**src/rtl/sirv_spi_slave_port.sv**
```systemverilog
`timescale 1ns/1ps
// -----------------------------------------------------------------------------
// sirv_spi_slave_port
//
// Single-lane SPI responder. SCK, CS and MOSI are oversampled on the system
// clock through synchronizer chains. Received frames are shifted into a word
// and delivered as a one-cycle pulse. A host-supplied word (one-entry holding
// buffer) is shifted out on MISO. If no word is waiting at a reload, an
// all-ones fill word is sent and an underrun pulse is raised.
//
// Optional feature: define SIRV_SPI_SLAVE_ENDIAN_EN to add io_cfg_lsb_first
// (LSB-first shifting on both directions, latched at CS assertion).
//
// Ports:
//   clock, reset_n                 system clock, synchronous active-low reset
//   io_cfg_cpol / io_cfg_cpha      SPI mode select
//   io_cfg_lsb_first               (optional) LSB-first bit order
//   io_pins_*_i_ival               raw SCK / CS / MOSI pins
//   io_pins_dq_1_o_oval / _o_oe    MISO value and output enable
//   io_pins_*_o_{ie,pue,ds}        constant pad attributes
//   io_tx_valid/_data/_ready       host word offer (valid/ready)
//   io_rx_valid/_data              received word, one-cycle pulse
//   io_tx_underrun                 fill word loaded, one-cycle pulse
//   io_active                      synchronized CS asserted
//
// Handshake: a tx word is accepted on a clock edge where io_tx_valid and
// io_tx_ready are both high; io_rx_valid has no back-pressure.
// -----------------------------------------------------------------------------
module sirv_spi_slave_port #(
   parameter int DATA_W      = 8,
   parameter int SYNC_STAGES = 3
) (
   input  logic              clock,
   input  logic              reset_n,
   input  logic              io_cfg_cpol,
   input  logic              io_cfg_cpha,
`ifdef SIRV_SPI_SLAVE_ENDIAN_EN
   input  logic              io_cfg_lsb_first,
`endif
   input  logic              io_pins_sck_i_ival,
   input  logic              io_pins_cs_0_i_ival,
   input  logic              io_pins_dq_0_i_ival,
   output logic              io_pins_dq_1_o_oval,
   output logic              io_pins_dq_1_o_oe,
   output logic              io_pins_sck_o_ie,
   output logic              io_pins_sck_o_pue,
   output logic              io_pins_sck_o_ds,
   output logic              io_pins_cs_0_o_ie,
   output logic              io_pins_cs_0_o_pue,
   output logic              io_pins_cs_0_o_ds,
   output logic              io_pins_dq_0_o_ie,
   output logic              io_pins_dq_0_o_pue,
   output logic              io_pins_dq_0_o_ds,
   output logic              io_pins_dq_1_o_ie,
   output logic              io_pins_dq_1_o_pue,
   output logic              io_pins_dq_1_o_ds,
   input  logic              io_tx_valid,
   input  logic [DATA_W-1:0] io_tx_data,
   output logic              io_tx_ready,
   output logic              io_rx_valid,
   output logic [DATA_W-1:0] io_rx_data,
   output logic              io_tx_underrun,
   output logic              io_active
);

   localparam int CNT_W = (DATA_W > 2) ? $clog2(DATA_W) : 1;
   localparam logic [CNT_W-1:0] CNT_LAST = CNT_W'(DATA_W - 1);

   typedef enum logic {
      ST_IDLE   = 1'b0,
      ST_ACTIVE = 1'b1
   } state_e;

   // ---------------------------------------------------------------------
   // Input synchronizers plus one extra flop for edge detection
   // ---------------------------------------------------------------------
   logic [SYNC_STAGES-1:0] sck_sync_q;
   logic [SYNC_STAGES-1:0] cs_sync_q;
   logic [SYNC_STAGES-1:0] mosi_sync_q;
   logic                   sck_prev_q;
   logic                   cs_prev_q;

   always_ff @(posedge clock) begin
      if (!reset_n) begin
         sck_sync_q  <= '0;
         cs_sync_q   <= '1;
         mosi_sync_q <= '0;
         sck_prev_q  <= 1'b0;
         cs_prev_q   <= 1'b1;
      end else begin
         sck_sync_q  <= {sck_sync_q[SYNC_STAGES-2:0], io_pins_sck_i_ival};
         cs_sync_q   <= {cs_sync_q[SYNC_STAGES-2:0], io_pins_cs_0_i_ival};
         mosi_sync_q <= {mosi_sync_q[SYNC_STAGES-2:0], io_pins_dq_0_i_ival};
         sck_prev_q  <= sck_sync_q[SYNC_STAGES-1];
         cs_prev_q   <= cs_sync_q[SYNC_STAGES-1];
      end
   end

   logic sck_s, cs_s, mosi_s;
   assign sck_s  = sck_sync_q[SYNC_STAGES-1];
   assign cs_s   = cs_sync_q[SYNC_STAGES-1];
   assign mosi_s = mosi_sync_q[SYNC_STAGES-1];

   logic sck_rise, sck_fall, cs_fall, cs_rise;
   assign sck_rise = sck_s & ~sck_prev_q;
   assign sck_fall = ~sck_s & sck_prev_q;
   assign cs_fall  = ~cs_s & cs_prev_q;
   assign cs_rise  = cs_s & ~cs_prev_q;

   // ---------------------------------------------------------------------
   // Registered state
   // ---------------------------------------------------------------------
   state_e              state_q;
   logic [CNT_W-1:0]    bit_cnt_q;
   logic [DATA_W-1:0]   rx_shift_q;
   logic [DATA_W-1:0]   shift_out_q;
   logic [DATA_W-1:0]   hold_q;
   logic                tx_full_q;
   logic [DATA_W-1:0]   rx_data_q;
   logic                rx_valid_q;
   logic                underrun_q;
   logic                lsb_q;

   // ---------------------------------------------------------------------
   // Edge qualification and reload decision
   // ---------------------------------------------------------------------
   logic mode;
   logic in_frame;
   logic sample_edge;
   logic shift_edge;
   logic last_bit;
   logic reload;
   logic tx_accept;
   logic lsb_cfg;

`ifdef SIRV_SPI_SLAVE_ENDIAN_EN
   assign lsb_cfg = io_cfg_lsb_first;
`else
   assign lsb_cfg = 1'b0;
`endif

   // Modes 0 and 3 sample on the rising SCK edge, modes 1 and 2 on the
   // falling edge. A CS release in the same cycle as an SCK edge wins.
   assign mode        = io_cfg_cpol ^ io_cfg_cpha;
   assign in_frame    = (state_q == ST_ACTIVE) & ~cs_rise;
   assign sample_edge = in_frame & (mode ? sck_fall : sck_rise);
   assign shift_edge  = in_frame & (mode ? sck_rise : sck_fall);
   assign last_bit    = (bit_cnt_q == CNT_LAST);
   assign reload      = ((state_q == ST_IDLE) & cs_fall) | (sample_edge & last_bit);
   assign tx_accept   = io_tx_valid & ~tx_full_q;

   logic [DATA_W-1:0] rx_shift_d;
   logic [DATA_W-1:0] shift_out_d;
   assign rx_shift_d  = lsb_q ? {mosi_s, rx_shift_q[DATA_W-1:1]}
                              : {rx_shift_q[DATA_W-2:0], mosi_s};
   assign shift_out_d = lsb_q ? {1'b0, shift_out_q[DATA_W-1:1]}
                              : {shift_out_q[DATA_W-2:0], 1'b0};

   // ---------------------------------------------------------------------
   // FSM and datapath
   // ---------------------------------------------------------------------
   always_ff @(posedge clock) begin
      if (!reset_n) begin
         state_q     <= ST_IDLE;
         bit_cnt_q   <= '0;
         rx_shift_q  <= '0;
         shift_out_q <= '0;
         hold_q      <= '0;
         tx_full_q   <= 1'b0;
         rx_data_q   <= '0;
         rx_valid_q  <= 1'b0;
         underrun_q  <= 1'b0;
`ifdef SIRV_SPI_SLAVE_ENDIAN_EN
         lsb_q       <= 1'b0;
`endif
      end else begin
         rx_valid_q <= 1'b0;
         underrun_q <= 1'b0;

         // Holding buffer fill; never collides with a reload drain because
         // acceptance needs the buffer empty.
         if (tx_accept) begin
            hold_q    <= io_tx_data;
            tx_full_q <= 1'b1;
         end

         case (state_q)
            ST_IDLE: begin
               if (cs_fall) begin
                  state_q   <= ST_ACTIVE;
                  bit_cnt_q <= '0;
`ifdef SIRV_SPI_SLAVE_ENDIAN_EN
                  lsb_q     <= lsb_cfg;
`endif
               end
            end
            ST_ACTIVE: begin
               if (cs_rise) begin
                  // Abandon any partial frame silently.
                  state_q    <= ST_IDLE;
                  bit_cnt_q  <= '0;
                  rx_shift_q <= '0;
               end else if (sample_edge) begin
                  rx_shift_q <= rx_shift_d;
                  if (last_bit) begin
                     bit_cnt_q  <= '0;
                     rx_data_q  <= rx_shift_d;
                     rx_valid_q <= 1'b1;
                  end else begin
                     bit_cnt_q <= bit_cnt_q + 1'b1;
                  end
               end
            end
            default: state_q <= ST_IDLE;
         endcase

         // The shift is suppressed while bit_cnt is 0 so the freshly
         // reloaded first bit stays on MISO for both CPHA settings.
         if (reload) begin
            if (tx_full_q) begin
               shift_out_q <= hold_q;
               tx_full_q   <= 1'b0;
            end else begin
               shift_out_q <= '1;
               underrun_q  <= 1'b1;
            end
         end else if (shift_edge && (bit_cnt_q != '0)) begin
            shift_out_q <= shift_out_d;
         end
      end
   end

`ifndef SIRV_SPI_SLAVE_ENDIAN_EN
   assign lsb_q = lsb_cfg;
`endif

   // ---------------------------------------------------------------------
   // Outputs
   // ---------------------------------------------------------------------
   assign io_active           = (state_q == ST_ACTIVE);
   assign io_pins_dq_1_o_oval = lsb_q ? shift_out_q[0] : shift_out_q[DATA_W-1];
   assign io_pins_dq_1_o_oe   = io_active;
   assign io_tx_ready         = ~tx_full_q;
   assign io_rx_valid         = rx_valid_q;
   assign io_rx_data          = rx_data_q;
   assign io_tx_underrun      = underrun_q;

   assign io_pins_sck_o_ie    = 1'b1;
   assign io_pins_sck_o_pue   = 1'b0;
   assign io_pins_sck_o_ds    = 1'b0;
   assign io_pins_cs_0_o_ie   = 1'b1;
   assign io_pins_cs_0_o_pue  = 1'b1;
   assign io_pins_cs_0_o_ds   = 1'b0;
   assign io_pins_dq_0_o_ie   = 1'b1;
   assign io_pins_dq_0_o_pue  = 1'b0;
   assign io_pins_dq_0_o_ds   = 1'b0;
   assign io_pins_dq_1_o_ie   = 1'b0;
   assign io_pins_dq_1_o_pue  = 1'b0;
   assign io_pins_dq_1_o_ds   = 1'b1;

endmodule

```
**config.mk**
```make
export PLATFORM = sky130hd
export DESIGN_NAME = sirv_spi_slave_port
export DESIGN_NICKNAME = d
export VERILOG_FILES = /design/src/rtl/sirv_spi_slave_port.sv
export SDC_FILE = /design/constraint.sdc
export NUM_CORES = 1
export LEC_CHECK = 0
export CORE_ASPECT_RATIO = 1.4
export CORE_MARGIN = 2
export CORE_UTILIZATION = 49
export DETAILED_ROUTE_END_ITERATION = 8
export PLACE_DENSITY = 0.78
export SYNTH_ARGS = -nofsm -noshare
export SYNTH_HDL_FRONTEND = slang
export SYNTH_SLANG_ARGS = --single-unit
```
**constraint.sdc**
```tcl
create_clock -name clock -period 1.71 [get_ports clock]
set_input_delay 0.171 -clock clock [delete_from_list [all_inputs] [get_ports clock]]
set_output_delay 0.171 -clock clock [all_outputs]
set_load 0.02 [all_outputs]
```
; ---- Word-level counts from Yosys, hierarchy flattened
; Cells that the tools add are included.
[word_totals]
reg_bits = 49
elab_cells = 68
inputBits = 16
[op_classes]
bitwise = 21
n_eq_ne = 3
mux = 20
addsub = 1
reduce_logical = 9
[op_table]
columns = cell, n
row1 = 8-bit 2-to-1 mux, 3
row2 = 7-bit 2-to-1 mux, 2
row3 = 3-bit 2-to-1 mux, 4
row4 = 1-bit AND, 10
row5 = 1-bit 2-to-1 mux, 9
row6 = 1-bit NOT, 9
row7 = 3-bit case mux with 2 select lines, 1
row8 = 2-bit AND reduction, 3
row9 = 4-bit AND reduction, 1
row10 = 2-bit nonzero test, 2
row11 = 4-bit OR reduction, 1
row12 = 3-bit by 1-bit adder with 3-bit output (second input constant), 1
row13 = 3-bit == test (second input constant), 1
row14 = 3-bit by 2-bit inequality test with 1-bit output (second input constant), 1
row15 = 3-bit nonzero test, 1
row16 = 2-bit inequality test (second input constant), 1
row17 = 1-bit case mux with 2 select lines, 1
row18 = 1-bit logical AND, 1
row19 = 1-bit bitwise OR, 1
row20 = 1-bit XOR, 1

; ---- Depth between registers and ports, before layout
[logic_depth]
word_depth = 8
depth_mapped = 8

; ---- Worst setup path before layout
; No wires, ideal clock.
[synth_timing]
path_kind = register -> register
startpoint = reg bit_cnt_q[0]
endpoint = reg shift_out_q[7]
path_buffers = 1
path_slack_ns = 0.193
path_stages_with_launch = 8
required_ns = 1.636
arrival_ns = 1.443
path_cell_list = dfxtp_1 > ha_1 > ha_1 > and3_1 > a21boi_1 > buf_2 > nand3_1 > a31oi_1
[synth_between]
elab_chain_cells = 4
[synth_rtl]
columns = element, line
row1 = from (decl), 114  ; logic [CNT_W-1:0] bit_cnt_q;
row2 = from (signal assigned), 210  ; bit_cnt_q <= bit_cnt_q + 1'b1;
row3 = 3-bit == test, 148  ; assign last_bit = (bit_cnt_q == CNT_LAST);
row4 = 1-bit AND, 149  ; assign reload = ((state_q == ST_IDLE) & cs_fall) | (sample_edge & last_bit);
row5 = 1-bit bitwise OR, 149
row6 = 8-bit 2-to-1 mux / 2-bit nonzero test (equally long branches), -
row7 = to (signal assigned), 221  ; shift_out_q <= hold_q;
row8 = to (signal assigned), 228  ; shift_out_q <= shift_out_d;
row9 = to (decl), 116  ; logic [DATA_W-1:0] shift_out_q;
; Several ways; a longest one is shown, not always the timed one.
; A chain may end at the register's enable or synchronous reset.

; ---- Final worst setup path
[layout_timing]
startpoint = in io_cfg_cpol
endpoint = reg bit_cnt_q[0]
[layout_between]
elab_chain_cells = 5
[layout_rtl]
columns = element, line
row1 = from (decl), 35  ; input logic io_cfg_cpol,
row2 = 1-bit XOR, 144  ; assign mode = io_cfg_cpol ^ io_cfg_cpha;
row3 = 1-bit 2-to-1 mux, 146  ; assign sample_edge = in_frame & (mode ? sck_fall : sck_rise);
row4 = 1-bit AND, 146
row5 = 3-bit by 2-bit inequality test with 1-bit output (no line), -
row6 = 2-bit AND reduction (no line), -
; No other way between the ends.

==> reports/metrics.cfg <==
[die]
core_sq_um=3885
die_h_um=78.56
start_util=0.5008
fp.dieArea_sq_um=4498
io_pins=42
num_rows=27
dieWidth_um=57.26

[timing]
hold_ws_ns=0.4088
timing.final.crit_share=0.9633
setup_viol=0
report.final.hold_viol_count=0
drv_slew=0
finClkSkew_ns=0.01087
period_needed_ns=1.647
fmax_mhz=607.1
tns_ns=0

[run_status]
status=complete, no violations

[place]
place_hpwl_um=2443
io_buffers=29
dpl_cell_area_sq_um=2286
gp_congestion=0.7756

[worst_setup_path]
crit_buf_inv=1
cp_max_fo=4
worst_setup_path_start_kind=input port
arrival_ns=1.88
max_stage_delay_ns=0.44
endpoint_kind=flop
critPathKind=input port to flop
cpLargestDelayFamily=buffers and inverters
cp.required_ns=1.94
cp_cell_sequence=clkdlybuf4s50_1 > xnor2_2 > mux2i_4 > o21ai_2 > or4_4 > a21oi_2
crit_path_top_delay_cell=clkdlybuf4s50_1

[layout]
area_growth_pct=26.88
drive_above_1_share=0.1520
multi_input_area_sq_um=892.1
fillers=318
final_area_sq_um=2469
register_area_sq_um=983.4
diodes=0
fin_nets=269

[routing]
drt_iter0_drc=66
drtAntennaViolNets=0
viasPerCell=5.249
firstDrtPassIters=4
wl_per_cell_um=12.82
drt-total-wl_um=3755
vias=1538
drc=0

[grt]
grt_pass1_vias=1436
grt_max_degree=37
antenna_found_initial=0
grtUsageTotal=0.1711
grt_pass1_wl_um=6134
grt_overflow=0

[yosys]
synth_area_sq_um=1946
synth_common_cells=dfxtp_1, nand2_1, nor2_1
synthArstFlopShare=0
yosysTopAreaCellShare=0.5042
synth_edf_count=0
ys_seq_area_frac=0.5042
synthFlopType=dfxtp_1
synth_cell_types=34
synth_area_leaders=dfxtp_1, buf_4, nand2_1, mux2i_1, nor2_1
ys_warn_count=0
syn_area_per_cell_sq_um=9.177
synth_most_common_cell=dfxtp_1
synth_area_leader_cell=dfxtp_1
ys_ff_latch=49
synthCells=212

[cts]
h-tree-depth=2
insertion_delay_ns=0.30
cts_tree=built
cts_buffer_depth=2
cts_buffers=5
clkTransAtPathRegs_ns=0.09
clock_sinks=49
cts_root_buf=clkbuf_8
ctsHoldBuffers=0

[hold_path]
hold_path_class=input port to flop

[job]
maxCapViolCount=0

[power_and_ir_drop]
cellLeakagePower_nw=1.037
vdd_drop_max_mv=0.8199
p_per_area_nw_per_um2=859.2

## cells by family after synthesis
kind of cell             Yosys count  synth area share
buffers and inverters             29           0.08488
AND/OR/NAND/NOR                   79            0.1904
other                              2          0.003860
multiplexers                      10           0.05402
flip-flops                        49            0.5042
XOR/XNOR                           1          0.004502
AO/OA/AOI/OAI                     38            0.1325
adder cells (fa/ha/maj)            4           0.02572
## report_power, final
part	switching, mW	total [mW]	internal (mW)
clock	0.382	0.755	0.374
sequential	0.0170	1.19	1.17
combinational	0.0982	0.179	0.0804
## cells in the final DEF, fill, tap and decap left out, drive strengths merged, types with 4 or more instances in the layout
cell,synthesis,layout
o2bb2ai,7,7
dfxtp,49,49
nand2,27,27
and2,7,7
a22oi,7,7
conb,2,12
nand2b,9,9
nand3,9,9
clkdlybuf4s50,0,29
mux2i,9,9
ha,4,4
inv,4,5
clkbuf,7,7
a21oi,11,11
nor2,19,19
buf,17,15
a31oi,7,7
## sequential cells by signal, summed over array words and instances, names as in the netlist, 3 cells and up
| name | flops |
|---|---|
| cs_sync_q | 3 |
| sck_sync_q | 3 |
| shift_out_q | 8 |
| hold_q | 8 |
| rx_shift_q | 7 |
| mosi_sync_q | 3 |
| bit_cnt_q | 3 |
| io_rx_data | 8 |
## layout make-up
cell class,count,share of cell area
well taps,43,0.02179
clock buffers,7,0.03903
clock inverters,1,0.003548
flip-flops and latches,49,0.3984
inverters,5,0.007603
multi-input cells,144,0.3614
repair buffers,44,0.1683
## final timing paths
kind | startpoint | to | slack, ns | depth (start not counted)
min reg2reg | cs_sync_q[1] | cs_sync_q[2] | 0.41 | 1
min | io_tx_data[3] | hold_q[3] | 0.41 | 3
max reg2reg | bit_cnt_q[0] | shift_out_q[4] | 0.09 | 8
max | io_cfg_cpol | bit_cnt_q[0] | 0.06 | 6
## through the flow
| step | setup slack, ns | cells | power (mW) | util |
|---|---|---|---|---|
| 2_1_floorplan | 0.1930 | 222 | 1.331 | - |
| 3_3_place_gp | -0.2625 | 284 | 1.380 | 0.5884 |
| 3_5_place_dp | -0.3192 | 284 | 1.383 | 0.5884 |
| 4_1_cts | 0.01201 | 292 | 2.127 | 0.6164 |
| 5_1_grt | -0.01071 | 293 | 2.205 | 0.6354 |
| 6_report | 0.06277 | 293 | 2.121 | 0.6354 |
## worst register-to-register path, stage by stage, from the launching register on
cell       delay, ns
dfxtp_2         0.33
ha_1            0.21
ha_1            0.19
and3_4          0.18
buf_4           0.14
nand2_4         0.07
buf_4           0.15
o2bb2ai_1       0.14
a31oi_1         0.11
## repair_timing
action | CTS | global route
pin swaps | 0 | 1
gates resized for setup | 1 | 16
endpoints found under the setup margin | 10 | 26
setup buffers | 0 | 1
## routing by layer
| metal | part of all wire | routed length (um) | global-route usage | vias up |
|---|---|---|---|---|
| li1 | - | - | - | 766 |
| met1 | 0.43 | 1610 | 0.1860 | 731 |
| met2 | 0.52 | 1946 | 0.3149 | 33 |
| met3 | 0.038 | 144 | 0.04448 | 8 |
| met4 | 0.014 | 53 | 0.05581 | 0 |
| met5 | 0 | 0 | 0 | - |
Power figures use the tool's default switching activity.
